## src/rtl/weight_loader_if.sv

```systemverilog
// rtl/weight_loader_if.sv - weight_loader handshake and weight-file write bus
interface weight_loader_if #(
  parameter int ADDR_W = 5,
  parameter int DATA_W = 8
);
  logic              iStart;
  logic              iValid;
  logic [DATA_W-1:0] iData;
  logic              oReady;
  logic              oWren;
  logic [ADDR_W-1:0] oADDR;
  logic [DATA_W-1:0] oW;
  logic              oBusy;
  logic              oDone;
  logic              oErr;

  // Controller / byte-stream source side
  modport master (
    output iStart, iValid, iData,
    input  oReady, oWren, oADDR, oW, oBusy, oDone, oErr
  );

  // Loader side
  modport slave (
    input  iStart, iValid, iData,
    output oReady, oWren, oADDR, oW, oBusy, oDone, oErr
  );
endinterface

```

## src/rtl/weight_loader.sv

```systemverilog
// rtl/weight_loader.sv - kernel weight byte-stream loader (optional checksum: WEIGHT_LOADER_CSUM_EN)
module weight_loader #(
  parameter int NUM_W  = 25,
  parameter int ADDR_W = 5,   // 2**ADDR_W must cover NUM_W
  parameter int DATA_W = 8
) (
  input  logic           iCLK,
  input  logic           iRST,
  weight_loader_if.slave bus
);

  localparam logic [ADDR_W-1:0] LAST_IDX = ADDR_W'(NUM_W - 1);

  typedef enum logic [1:0] {
    S_IDLE  = 2'd0,
    S_LOAD  = 2'd1,
`ifdef WEIGHT_LOADER_CSUM_EN
    S_CSUM  = 2'd2,
`endif
    S_FLUSH = 2'd3
  } state_t;

  state_t            state_q, state_d;
  logic [ADDR_W-1:0] index_q, index_d;
  logic              wren_q,  wren_d;
  logic [ADDR_W-1:0] addr_q,  addr_d;
  logic [DATA_W-1:0] w_q,     w_d;
  logic              done_q,  done_d;
  logic              ready;
  logic              busy;
`ifdef WEIGHT_LOADER_CSUM_EN
  logic [DATA_W-1:0] sum_q,   sum_d;
  logic              err_q,   err_d;
`endif

  // Ready and busy are pure functions of state so iValid never reaches oReady
  always_comb begin
    ready = 1'b0;
    busy  = 1'b0;
    case (state_q)
      S_LOAD:  begin ready = 1'b1; busy = 1'b1; end
`ifdef WEIGHT_LOADER_CSUM_EN
      S_CSUM:  begin ready = 1'b1; busy = 1'b1; end
`endif
      S_FLUSH: begin ready = 1'b0; busy = 1'b1; end
      default: begin ready = 1'b0; busy = 1'b0; end
    endcase
  end

  // Next-state and registered-output logic for the load sequence
  always_comb begin
    state_d = state_q;
    index_d = index_q;
    wren_d  = 1'b0;
    addr_d  = addr_q;
    w_d     = w_q;
    done_d  = 1'b0;
`ifdef WEIGHT_LOADER_CSUM_EN
    sum_d   = sum_q;
    err_d   = err_q;
`endif
    case (state_q)
      S_IDLE: begin
        if (bus.iStart) begin
          state_d = S_LOAD;
          index_d = '0;
`ifdef WEIGHT_LOADER_CSUM_EN
          sum_d   = '0;
          err_d   = 1'b0;
`endif
        end
      end
      S_LOAD: begin
        if (bus.iValid) begin
          wren_d = 1'b1;
          addr_d = index_q;
          w_d    = bus.iData;
`ifdef WEIGHT_LOADER_CSUM_EN
          sum_d  = sum_q + bus.iData;
`endif
          // Hold the index at the last entry rather than wrapping past it
          if (index_q == LAST_IDX) begin
`ifdef WEIGHT_LOADER_CSUM_EN
            state_d = S_CSUM;
`else
            state_d = S_FLUSH;
`endif
          end else begin
            index_d = index_q + ADDR_W'(1);
          end
        end
      end
`ifdef WEIGHT_LOADER_CSUM_EN
      S_CSUM: begin
        if (bus.iValid) begin
          err_d   = (bus.iData != sum_q);
          state_d = S_FLUSH;
        end
      end
`endif
      S_FLUSH: begin
        done_d  = 1'b1;
        state_d = S_IDLE;
      end
      default: state_d = S_IDLE;
    endcase
  end

  // State and output registers; reset abandons a load without a done pulse
  always_ff @(posedge iCLK) begin
    if (iRST) begin
      state_q <= S_IDLE;
      index_q <= '0;
      wren_q  <= 1'b0;
      addr_q  <= '0;
      w_q     <= '0;
      done_q  <= 1'b0;
`ifdef WEIGHT_LOADER_CSUM_EN
      sum_q   <= '0;
      err_q   <= 1'b0;
`endif
    end else begin
      state_q <= state_d;
      index_q <= index_d;
      wren_q  <= wren_d;
      addr_q  <= addr_d;
      w_q     <= w_d;
      done_q  <= done_d;
`ifdef WEIGHT_LOADER_CSUM_EN
      sum_q   <= sum_d;
      err_q   <= err_d;
`endif
    end
  end

  assign bus.oReady = ready;
  assign bus.oBusy  = busy;
  assign bus.oWren  = wren_q;
  assign bus.oADDR  = addr_q;
  assign bus.oW     = w_q;
  assign bus.oDone  = done_q;
`ifdef WEIGHT_LOADER_CSUM_EN
  assign bus.oErr   = err_q;
`else
  assign bus.oErr   = 1'b0;
`endif

endmodule

```

## src/flat_wrapper.sv

```systemverilog
// flat-port wrapper written by rule: the top's interface ports become plain ports
module weight_loader_flat 
#(
  parameter int NUM_W  = 25,
  parameter int ADDR_W = 5,                                
  parameter int DATA_W = 8
)
  (iCLK, iRST, bus_iStart, bus_iValid, bus_iData, bus_oReady, bus_oWren, bus_oADDR, bus_oW, bus_oBusy, bus_oDone, bus_oErr);
  weight_loader_if #(.ADDR_W(ADDR_W), .DATA_W(DATA_W)) bus_i ();
  input  logic iCLK;
  input  logic iRST;
  input wire logic [$bits(bus_i.iStart)-1:0] bus_iStart;
  input wire logic [$bits(bus_i.iValid)-1:0] bus_iValid;
  input wire logic [$bits(bus_i.iData)-1:0] bus_iData;
  output wire logic [$bits(bus_i.oReady)-1:0] bus_oReady;
  output wire logic [$bits(bus_i.oWren)-1:0] bus_oWren;
  output wire logic [$bits(bus_i.oADDR)-1:0] bus_oADDR;
  output wire logic [$bits(bus_i.oW)-1:0] bus_oW;
  output wire logic [$bits(bus_i.oBusy)-1:0] bus_oBusy;
  output wire logic [$bits(bus_i.oDone)-1:0] bus_oDone;
  output wire logic [$bits(bus_i.oErr)-1:0] bus_oErr;
  assign bus_i.iStart = bus_iStart;
  assign bus_i.iValid = bus_iValid;
  assign bus_i.iData = bus_iData;
  assign bus_oReady = bus_i.oReady;
  assign bus_oWren = bus_i.oWren;
  assign bus_oADDR = bus_i.oADDR;
  assign bus_oW = bus_i.oW;
  assign bus_oBusy = bus_i.oBusy;
  assign bus_oDone = bus_i.oDone;
  assign bus_oErr = bus_i.oErr;
  weight_loader #(.NUM_W(NUM_W), .ADDR_W(ADDR_W), .DATA_W(DATA_W)) u_core (.iCLK(iCLK), .iRST(iRST), .bus(bus_i));
endmodule
```

## config.mk

```make
export PLATFORM = sky130hd
export DESIGN_NAME = weight_loader_flat
export DESIGN_NICKNAME = d
export VERILOG_FILES = /design/src/rtl/weight_loader_if.sv /design/src/rtl/weight_loader.sv /design/src/flat_wrapper.sv
export SDC_FILE = /design/constraint.sdc
export NUM_CORES = 1
export LEC_CHECK = 0
export ABC_AREA = 1
export BUFFER_PORTS_ARGS = -buffer_cell sky130_fd_sc_hd__buf_2
export CAP_MARGIN = 25
export CORE_ASPECT_RATIO = 0.7
export CORE_UTILIZATION = 45
export DETAILED_ROUTE_END_ITERATION = 10
export GPL_ROUTABILITY_DRIVEN = 0
export PLACE_DENSITY = 0.73
export SLEW_MARGIN = 40
export SYNTH_ARGS = -nofsm -noshare
export SYNTH_HDL_FRONTEND = slang
export SYNTH_SLANG_ARGS = --single-unit
```

## constraint.sdc

```tcl
create_clock -name iCLK -period 1.2 [get_ports iCLK]
set_input_delay 0.12 -clock iCLK [delete_from_list [all_inputs] [get_ports iCLK]]
set_output_delay 0.12 -clock iCLK [all_outputs]
set_load 0.03 [all_outputs]
```

**Word level (Yosys, flattened, before mapping)**

Cells that the tools add are included.

- Register bits after elaboration: 22
- Input bits: 12
- Output and inout bits: 18
- Logic and storage cells: 34

- Add/subtract/negate cells: 1
- Equality and inequality tests: 7
- Multiplexer cells: 12
- Bitwise logic cells: 1
- Reductions and logical operators: 7

Operators by type and width:

| cell | count |
|---|---|
| $mux W5 | 3 |
| $pmux W5 S2 | 1 |
| $mux W2 | 3 |
| $ne A2 B2 Y1 const B | 3 |
| $add A5 B1 Y5 const B | 1 |
| $eq A5 B5 Y1 const B | 1 |
| $mux W1 | 4 |
| $pmux W2 S2 | 1 |
| $reduce_and A4 Y1 | 1 |
| $reduce_or A2 Y1 | 2 |
| $reduce_and A3 Y1 | 1 |
| $eq A2 B1 Y1 const B | 1 |
| $eq A2 B2 Y1 const B | 1 |
| $logic_not A2 Y1 | 1 |
| $ne A2 B1 Y1 const B | 1 |
| $reduce_and A2 Y1 | 1 |
| $reduce_bool A2 Y1 | 1 |
| $not A1 Y1 | 1 |

**Logic depth before layout (Yosys ltp)**

Gate-level depths: netlist of the first run.

- Depth in word-level cells: 4
- Mapped depth: 9
- Depth with buffers taken out: 9

**Least setup slack after synthesis of the first run**

OpenSTA, ideal clock, no wires.

- Kind: reg2reg
- Start: register u_core.index_q[0]
- End: register u_core.index_q[1]
- Setup time: 0.137 ns
- Arrival time: 1.069 ns
- Required time: 1.063 ns
- Slack: -0.006 ns
- Cell stages (with the launch flop): 9
- Path buffers: 0
- Clock period less this slack: 1.206 ns
- Cell sequence: dfxtp_1 -> inv_1 -> ha_1 -> nand2_1 -> inv_1 -> nand3_1 -> nand2_4 -> o21ai_1 -> nor2_1

- Longest elaborated chain between the ends: 4
- Elaborated cells on any way between the ends: 7
- Those cells by class: add/sub: 1; eq/ne: 2; mux: 3; reduce/logical: 1

RTL lines:

| what | line | source |
|---|---|---|
| start: declaration | weight_loader.sv:24 | `logic [ADDR_W-1:0] index_q, index_d;` |
| start signal: assignment | weight_loader.sv:124 | `index_q <= index_d;` |
| $add A5 B1 Y5 | weight_loader.sv:89 | `index_d = index_q + ADDR_W'(1);` |
| $mux W5 | weight_loader.sv:82 | `if (index_q == LAST_IDX) begin` |
| $mux W5 | weight_loader.sv:74 | `if (bus.iValid) begin` |
| $pmux W5 S2 | weight_loader.sv:62 | `case (state_q)` |

Several ways; a longest one is shown, not always the timed one. The select of a mux whose other input is x is not followed.
A chain may end at the register's enable or synchronous reset.

**Worst setup path after layout of the first run**

Ends and elaborated chain as after synthesis.

==> results of run 1 <==
[state kept, by name, indices dropped and copies added (netlist names)]
name	cells
u_core.bus.oADDR	5
u_core.bus.oDone	1
u_core.bus.oW	8
u_core.bus.oWren	1
u_core.index_q	5
u_core.state_q	2
[layer usage]
| metal | GRT usage, % | share of wire [%] |
|---|---|---|
| met5 | 0 | 0 |
| met4 | 5.12 | 0.76 |
| met3 | 7.10 | 4.7 |
| met2 | 29.1 | 47 |
| met1 | 25.1 | 48 |
[area by class of cell]
class	instances	area [µm²]
sequential	22	449
timing repair buffer	39	241
clock buffer	4	36.3
inverter	12	55.1
tap	32	40.0
fill	187	803
multi-input combinational	83	564
[worst max-delay path by stage]
stage / start / endpoint / slack (ns) / cells past startpoint
4_1_cts: u_core.index_q[0] / u_core.index_q[0] / 0.002 / 9
5_1_grt: u_core.index_q[0] / u_core.index_q[1] / -0.04 / 9
3_3_place_gp: u_core.index_q[0] / u_core.index_q[4] / 0.05 / 9
2_1_floorplan: u_core.index_q[1] / u_core.index_q[1] / 0.04 / 8
6_report: u_core.index_q[0] / u_core.index_q[1] / 0.02 / 9
3_5_place_dp: u_core.index_q[0] / u_core.index_q[0] / -0.02 / 8
[metrics by stage]
| step | util (%) | hold WS, ns |
|---|---|---|
| 6_report | 63.3 | 0.0467 |
| 3_5_place_dp | 57.7 | 0.386 |
| 5_1_grt | 63.3 | 0.0202 |
| 3_3_place_gp | 57.7 | 0.381 |
| 2_1_floorplan | - | 0.263 |
| 4_1_cts | 60.2 | 0.0325 |
[critical path: stages, from the launching register on]
cell and delay (ns):
dfxtp_4 0.38, inv_4 0.05, ha_4 0.12, nand2_2 0.05
inv_2 0.07, nand3_4 0.09, nand2_4 0.13, nand2_1 0.06
o21ai_1 0.07, nor2_1 0.05
[what timing repair did]
action	4_1_cts	5_1_grt
hold buffers	0	0
pin swaps	1	5
buffers inserted	1	1
endpoints found under the setup margin	5	7
resized for setup	6	18
[cells by family (layout without fill, tap and decap cells)]
logic type	after synthesis	in the layout	share of synthesized area [%]
other	1	1	0.353
flip-flops	22	22	41.5
adder cells (fa/ha/maj)	2	2	2.36
AND/OR/NAND/NOR	59	59	31.4
AO/OA/AOI/OAI	20	20	13.4
buffers and inverters	20	55	10.1
XOR/XNOR	1	1	0.826
[power groups by stage]
stage	combinational, mW	clock, mW	sequential [mW]
floorplan	0.204	0	0.835
global placement	0.324	0	0.798
detailed placement	0.329	0	0.800
CTS	0.341	0.432	0.785
global route	0.413	0.459	0.795
finish	0.380	0.412	0.791
[layout by cell type, fill, tap and decap left out, types with 2 or more instances in the layout]
master,instances
inv_2,5
nand3_2,10
a21oi_2,11
o21ai_1,2
inv_4,2
dfxtp_4,2
dfxtp_1,19
ha_4,2
inv_1,4
clkbuf_4,3
nand3_1,6
nand2_1,20
nand3_4,2
nor2_2,2
nand2_2,4
buf_4,10
a21oi_1,5
nor2_1,10
buf_2,27
==> flow_summary.json, run 1 <==
{
  "ff2ff_setup_slack_ns": 0.02,
  "synth.avg_cell_area_um2": 8.49,
  "ios": 30,
  "ys_warn_count": 0,
  "drive_above_1_share_pct": 55.0,
  "ys_seq_area_share_pct": 41.5,
  "dp_hpwl_um": 1630,
  "gr-usage-all-layers_pct": 19.1,
  "skew_ns": 0.00246,
  "syn_nets": 139,
  "critPathCaptureType": "flop",
  "hold_end": "u_core.bus.oW[0]",
  "synth_common_cells": "dfxtp_1, nand2_1, nor2_1, a21oi_2, nand3_2",
  "synth_edf_count": 0,
  "synth.top_cell.area_share_pct": 41.5,
  "dpl.cell_count": 186,
  "p_total_mw": 1.58,
  "clk_latency_ns": 0.31,
  "grt_setup_unrepaired": "true",
  "finalCritPeriodShare_pct": 98.1,
  "grt_max_degree": 16,
  "p_leak_nw": 0.567,
  "drv_slew": 0,
  "synthArstFlopShare_pct": 0,
  "path_class": "flop to flop",
  "core_area_um2": 2190,
  "ys_seq_elements": 22,
  "die_w_um": 60.0,
  "fin_ws_ns": 0.0230,
  "seq_power_share_pct": 50.0,
  "yosys.area.top_type": "dfxtp_1",
  "status": "complete, no violations",
  "finalHoldViolCount": 0,
  "r2r_end": "u_core.index_q[1]",
  "firstDrtPassIters": 4,
  "preCtsSetupSlack_ns": -0.0179,
  "grt_pass1_wl_um": 3620,
  "nets": 175,
  "numCtsBuffers": 3,
  "cts_tree": "done",
  "yosys-top-cells-area": "dfxtp_1, nand3_2, a21oi_2",
  "start_util_pct": 48.5,
  "worstHoldPathType": "input pin to flop",
  "die_area_um2": 2560,
  "maxCapViolations": 0,
  "power_frac_clock_pct": 26.0,
  "internal_power_mw": 1.09,
  "synth_cell_types": 27,
  "final_antenna_net_count": 0,
  "clock-sinks": 22,
  "first_global_vias": 834,
  "stdcell_count": 192,
  "num_vias": 918,
  "worstPathMaxFanout": 7,
  "rr_startpoint": "u_core.index_q[0]",
  "p_sw_share_pct": 31.1,
  "rr_worst_depth": 9,
  "design_area_um2": 1390,
  "fmax_mhz": 850,
  "fp.dieH_um": 42.6,
  "route.detailed.drc": 0,
  "syn_inst": 125,
  "num_rows": 14,
  "clock-root-buffer": "clkbuf_4",
  "vdd.ir_drop.worst_mv": 0.823,
  "wire_per_inst_um": 12.4,
  "htree_num_levels": 1,
  "combinationalPowerShare_pct": 24.0,
  "path_clk_slew_ns": 0.12,
  "synth_area_um2": 1060,
  "syn_to_final_growth_pct": 30.7,
  "critPathArrivalTime_ns": 1.40,
  "ys.flop_type": "dfxtp_1",
  "min-delay-start": "bus_iData[0]",
  "finalCriticalPeriod_ns": 1.18,
  "via_per_inst": 4.78,
  "overflow": 0,
  "drt-initial-drc-count": 37,
  "setup_violations": 0,
  "critPathRequiredTime_ns": 1.42,
  "cp-start-kind": "flop",
  "placed_area_um2": 1260,
  "min_delay_path_depth": 3,
  "finalSetupTns_ns": 0,
  "power_switching_uw": 491,
  "n_antenna_cell": 0,
  "io_buffers": 28,
  "wl_um": 2380,
  "clock_path_buffers": 2,
  "cellPowerDensity_nw_per_um2": 1140,
  "antenna_found_initial": 0
}
Power figures use the tool's default switching activity.
==> run 2, diff against run 1 <==
--- a/config.mk
+++ b/config.mk
@@ -5,14 +5,13 @@
 export SDC_FILE = /design/constraint.sdc
 export NUM_CORES = 1
 export LEC_CHECK = 0
-export ABC_AREA = 1
 export BUFFER_PORTS_ARGS = -buffer_cell sky130_fd_sc_hd__buf_2
 export CAP_MARGIN = 25
 export CORE_ASPECT_RATIO = 0.7
-export CORE_UTILIZATION = 45
+export CORE_UTILIZATION = 44
 export DETAILED_ROUTE_END_ITERATION = 10
 export GPL_ROUTABILITY_DRIVEN = 0
-export PLACE_DENSITY = 0.73
+export PLACE_DENSITY_LB_ADDON = 0.05
 export SLEW_MARGIN = 40
 export SYNTH_ARGS = -nofsm -noshare
 export SYNTH_HDL_FRONTEND = slang
==> flow_summary.json, run 2 <==
{
  "wire_per_inst_um": 13.0,
  "finalSetupTns_ns": -0.159,
  "grt_max_degree": 14,
  "first_global_vias": 702,
  "critPathCaptureType": "flop",
  "cp-start-kind": "flop",
  "internal_power_mw": 1.17,
  "syn_to_final_growth_pct": 34.7,
  "syn_inst": 109,
  "synthArstFlopShare_pct": 0,
  "worstHoldPathType": "input pin to flop",
  "nets": 160,
  "drt-initial-drc-count": 23,
  "die_area_um2": 2360,
  "setup_violations": 3,
  "grt_setup_unrepaired": "true",
  "combinationalPowerShare_pct": 14.0,
  "antenna_found_initial": 0,
  "numCtsBuffers": 3,
  "final_cell_mix": "nand2_1, buf_2, dfxtp_1",
  "synth_area_um2": 955,
  "htree_num_levels": 1,
  "synth_common_cells": "nand2_1, dfxtp_1, a21oi_1, buf_2",
  "synth.top_cell.area_share_pct": 46.1,
  "cts_hold_buf": 0,
  "utilization_pct": 65.9,
  "yosys.area.top_type": "dfxtp_1",
  "synth_cell_types": 34,
  "critPathRequiredTime_ns": 1.43,
  "failed_checks": "DRC, setup timing",
  "fin_hold_ws_ns": 0.0288,
  "drv_slew": 0,
  "ys_seq_elements": 22,
  "finalHoldViolCount": 0,
  "synth_edf_count": 0,
  "clk_latency_ns": 0.31,
  "cts_tree": "done",
  "finalCriticalPeriod_ns": 1.27,
  "clock-root-buffer": "clkbuf_4",
  "path_clk_slew_ns": 0.12,
  "p_sw_share_pct": 23.3,
  "dpl.cell_count": 161,
  "final_antenna_net_count": 0,
  "worstPathMaxFanout": 4,
  "io_buffers": 28,
  "finalCritPeriodShare_pct": 106,
  "yosys-top-cells-area": "dfxtp_1, nand2_1, a21oi_1",
  "ys.flop_type": "dfxtp_1",
  "clock-sinks": 22,
  "power_frac_clock_pct": 36.3,
  "fp.dieH_um": 41.0,
  "largest_reg_flops": 8,
  "power_switching_uw": 357,
  "route.detailed.drc": 3,
  "multi_input_area_um2": 483,
  "num_rows": 13,
  "grt_pass1_wl_um": 3310,
  "ys_seq_area_share_pct": 46.1,
  "seq_power_share_pct": 49.7,
  "vdd.ir_drop.worst_mv": 1.11,
  "path_class": "flop to flop",
  "critPathArrivalTime_ns": 1.50,
  "start_util_pct": 48.9,
  "wl_um": 2170,
  "drive_above_1_share_pct": 42.8,
  "ios": 30,
  "maxCapViolations": 0,
  "num_vias": 860,
  "core_area_um2": 1950,
  "stdcell_count": 167,
  "status": "complete, but fails checks",
  "ys_warn_count": 0,
  "synth.avg_cell_area_um2": 8.76,
  "firstDrtPassIters": 7,
  "gr-usage-all-layers_pct": 19.5,
  "syn_nets": 123,
  "p_leak_nw": 0.568,
  "fmax_mhz": 787,
  "dp_hpwl_um": 1520,
  "cellPowerDensity_nw_per_um2": 1190,
  "via_per_inst": 5.15,
  "seqCellArea_um2": 455,
  "n_antenna_cell": 0,
  "die_w_um": 57.7,
  "final_common_cell": "nand2_1",
  "clock_path_buffers": 2,
  "overflow": 0,
  "skew_ns": 0.0127,
  "fin_ws_ns": -0.0703,
  "yosysMostFrequentCell": "nand2_1",
  "final.fill_count": 178
}
## run 2: cell count changes after synthesis, moves of 5 or more
cell	delta
nand3_2	-10
inv_1	-5
a21oi_1	+9
a21oi_2	-11
nor2_1	-11
nand2_1	+6
## run 2: worst max-delay path: stages, from the launching register on
cell and delay (ns):
dfxtp_4 0.38, inv_2 0.05, ha_4 0.15, and4b_1 0.24
o21ai_4 0.19, mux2i_1 0.19
## run 2: path summary, 6_finish.rpt
path / cells after the start / slack (ns) / start / to
setup / recovery: 5 / -0.07 / u_core.index_q[1] / u_core.index_q[1]
hold reg to reg: 2 / 0.46 / u_core.bus.oADDR[1] / u_core.bus.oADDR[1]
hold / removal: 3 / 0.03 / bus_iData[2] / u_core.bus.oW[2]
setup reg to reg: 5 / -0.07 / u_core.index_q[1] / u_core.index_q[1]
## run 2: power groups by stage
| stage | Combinational [mW] | Sequential, mW | Clock [mW] |
|---|---|---|---|
| 2_1_floorplan | 0.104 | 0.805 | 0 |
| 3_3_place_gp | 0.188 | 0.781 | 0 |
| 3_5_place_dp | 0.190 | 0.782 | 0 |
| 4_1_cts | 0.203 | 0.763 | 0.573 |
| 5_1_grt | 0.233 | 0.765 | 0.604 |
| 6_report | 0.215 | 0.761 | 0.555 |
## run 2: routing by layer
metal / routed length (µm) / global-route usage [%] / vias to the layer above / share of wire (%)
met5: 0 / 0 / - / 0
met4: 8 / 1.79 / 0 / 0.37
met3: 128 / 6.62 / 2 / 5.9
met2: 994 / 33.1 / 24 / 46
met1: 1040 / 25.4 / 391 / 48
li1: - / - / 443 / -
## run 2: cell families (layout without fill, tap and decap cells)
kind of cell,Yosys count,in the layout,synth area share (%)
flip-flops,22,22,46.1
other,1,1,0.393
multiplexers,1,1,1.05
AND/OR/NAND/NOR,47,47,27.9
buffers and inverters,13,49,7.60
adder cells (fa/ha/maj),2,2,2.62
AO/OA/AOI/OAI,23,23,14.3
## run 2: cell type report
class                   count  area share, %
flip-flops and latches     22           35.4
clock inverters             1           2.33
well taps                  22           2.14
repair buffers             41           19.5
clock buffers               3           1.75
multi-input cells          74           37.5
inverters                   4           1.36
## run 2: what timing repair did
item                       in CTS  in global routing
gates cloned                    0                  0
setup endpoints to repair      14                  7
setup buffers                   2                  0
pin swaps                       1                  1
hold endpoints to repair        0                  0
resized for setup              10                  7
## run 2: stage by stage
step / power (mW) / setup slack, ns / cell area (µm²)
5_1_grt: 1.60 / -0.142 / 1290
4_1_cts: 1.54 / -0.0619 / 1260
3_5_place_dp: 0.972 / -0.0792 / 1150
6_report: 1.53 / -0.0703 / 1290
3_3_place_gp: 0.969 / -0.0487 / 1150
2_1_floorplan: 0.909 / -0.00212 / 962
==> run 3, diff against run 2 <==
--- a/config.mk
+++ b/config.mk
@@ -11,7 +11,9 @@
 export CORE_UTILIZATION = 44
 export DETAILED_ROUTE_END_ITERATION = 10
 export GPL_ROUTABILITY_DRIVEN = 0
+export MAX_ROUTING_LAYER = met4
 export PLACE_DENSITY_LB_ADDON = 0.05
+export RECOVER_POWER = 50
 export SLEW_MARGIN = 40
 export SYNTH_ARGS = -nofsm -noshare
 export SYNTH_HDL_FRONTEND = slang
==> flow_summary.json, run 3 (synthesized netlist as in run 2, its figures left out) <==
{
  "final.fill_count": 178,
  "fin_ws_ns": -0.0739,
  "min-delay-start": "bus_iData[2]",
  "grt_pass1_wl_um": 3300,
  "wire_per_inst_um": 13.0,
  "antenna_found_initial": 0,
  "nets": 160,
  "worstPathMaxFanout": 4,
  "drv_slew": 0,
  "rr_startpoint": "u_core.index_q[1]",
  "placed_area_um2": 1150,
  "p_total_mw": 1.53,
  "cts_tree": "done",
  "firstDrtPassIters": 7,
  "cellPowerDensity_nw_per_um2": 1190,
  "dpl.cell_count": 161,
  "final_cell_mix": "nand2_1, buf_2, dfxtp_1",
  "critPathRequiredTime_ns": 1.43,
  "grt_max_degree": 14,
  "fmax_mhz": 785,
  "largest_reg_flops": 8,
  "ios": 30,
  "critPathCaptureType": "flop",
  "grt_setup_unrepaired": "true",
  "overflow": 0,
  "clock-sinks": 22,
  "n_antenna_cell": 0,
  "design_area_um2": 1290,
  "path_class": "flop to flop",
  "maxCapViolations": 0,
  "min_delay_path_depth": 3,
  "via_per_inst": 5.09,
  "finalCritPeriodShare_pct": 106,
  "startpoint": "u_core.index_q[1]",
  "dp_hpwl_um": 1520,
  "cts_hold_buf": 0,
  "drt-initial-drc-count": 23,
  "core_area_um2": 1950,
  "path_clk_slew_ns": 0.12,
  "numCtsBuffers": 3,
  "critPathArrivalTime_ns": 1.51,
  "vdd.ir_drop.worst_mv": 1.11,
  "utilization_pct": 65.9,
  "clk_latency_ns": 0.31,
  "wl_um": 2170,
  "cp-start-kind": "flop",
  "gr-usage-all-layers_pct": 20.1,
  "htree_num_levels": 1,
  "num_vias": 850,
  "first_global_vias": 705,
  "failed_checks": "DRC, setup timing",
  "finalHoldViolCount": 0,
  "io_buffers": 28,
  "setup_violations": 4,
  "stdcell_count": 167,
  "clock-root-buffer": "clkbuf_4",
  "worstHoldPathType": "input pin to flop",
  "drive_above_1_share_pct": 42.8,
  "clock_path_buffers": 2,
  "die_area_um2": 2360,
  "final_antenna_net_count": 0,
  "skew_ns": 0.0127,
  "finalCriticalPeriod_ns": 1.27,
  "syn_to_final_growth_pct": 34.7,
  "start_util_pct": 48.9,
  "final_common_cell": "nand2_1",
  "num_rows": 13,
  "rr_worst_depth": 5,
  "die_w_um": 57.7,
  "status": "complete, but fails checks",
  "fp.dieH_um": 41.0,
  "route.detailed.drc": 3,
  "p_leak_nw": 0.568
}
run 3: worst paths after layout:
path / end / slack [ns]
setup / recovery: u_core.index_q[1] / -0.07
hold / removal: u_core.bus.oW[2] / 0.03
hold reg to reg: u_core.bus.oADDR[1] / 0.46
setup reg to reg: u_core.index_q[1] / -0.07
run 3: through the flow:
step / hold WS (ns) / worst slack (ns) / TNS [ns]
floorplan: 0.256 / -0.00212 / -0.00212
global placement: 0.362 / -0.0487 / -0.0900
detailed placement: 0.372 / -0.0792 / -0.175
CTS: 0.0247 / -0.0619 / -0.146
global route: 0.0269 / -0.142 / -0.544
finish: 0.0288 / -0.0739 / -0.164
run 3: timing repair:
item | in CTS | in global routing
endpoints found under the setup margin | 14 | 7
gates cloned | 0 | 0
gates resized for setup | 10 | 7
pin swaps | 1 | 1
setup buffers | 2 | 0
run 3: critical path: stages, from the launching register on:
cell and delay, ns:
dfxtp_4 0.38, inv_2 0.05, ha_4 0.15, and4b_1 0.24, o21ai_4 0.20, mux2i_1 0.19
run 3: area by class of cell:
class,instances,area (µm²),share of cell area (%)
inverter,4,17.5,1.36
clock buffer,3,22.5,1.75
timing repair buffer,41,250,19.5
multi-input combinational,74,483,37.5
sequential,22,455,35.4
clock inverter,1,30.0,2.33
tap,22,27.5,2.14
run 3: report_power, final:
group	total, mW	internal [mW]	switching, mW
Combinational	0.215	0.0902	0.125
Sequential	0.761	0.745	0.0158
Clock	0.555	0.338	0.217
run 3: metal layers:
layer / share of wire [%] / vias up / global-route usage [%]
met1: 48 / 389 / 25.4
met2: 46 / 18 / 33.1
met3: 5.3 / 0 / 6.62
met5: 0 / - / -
li1: - / 443 / -
met4: 0 / 0 / 1.79
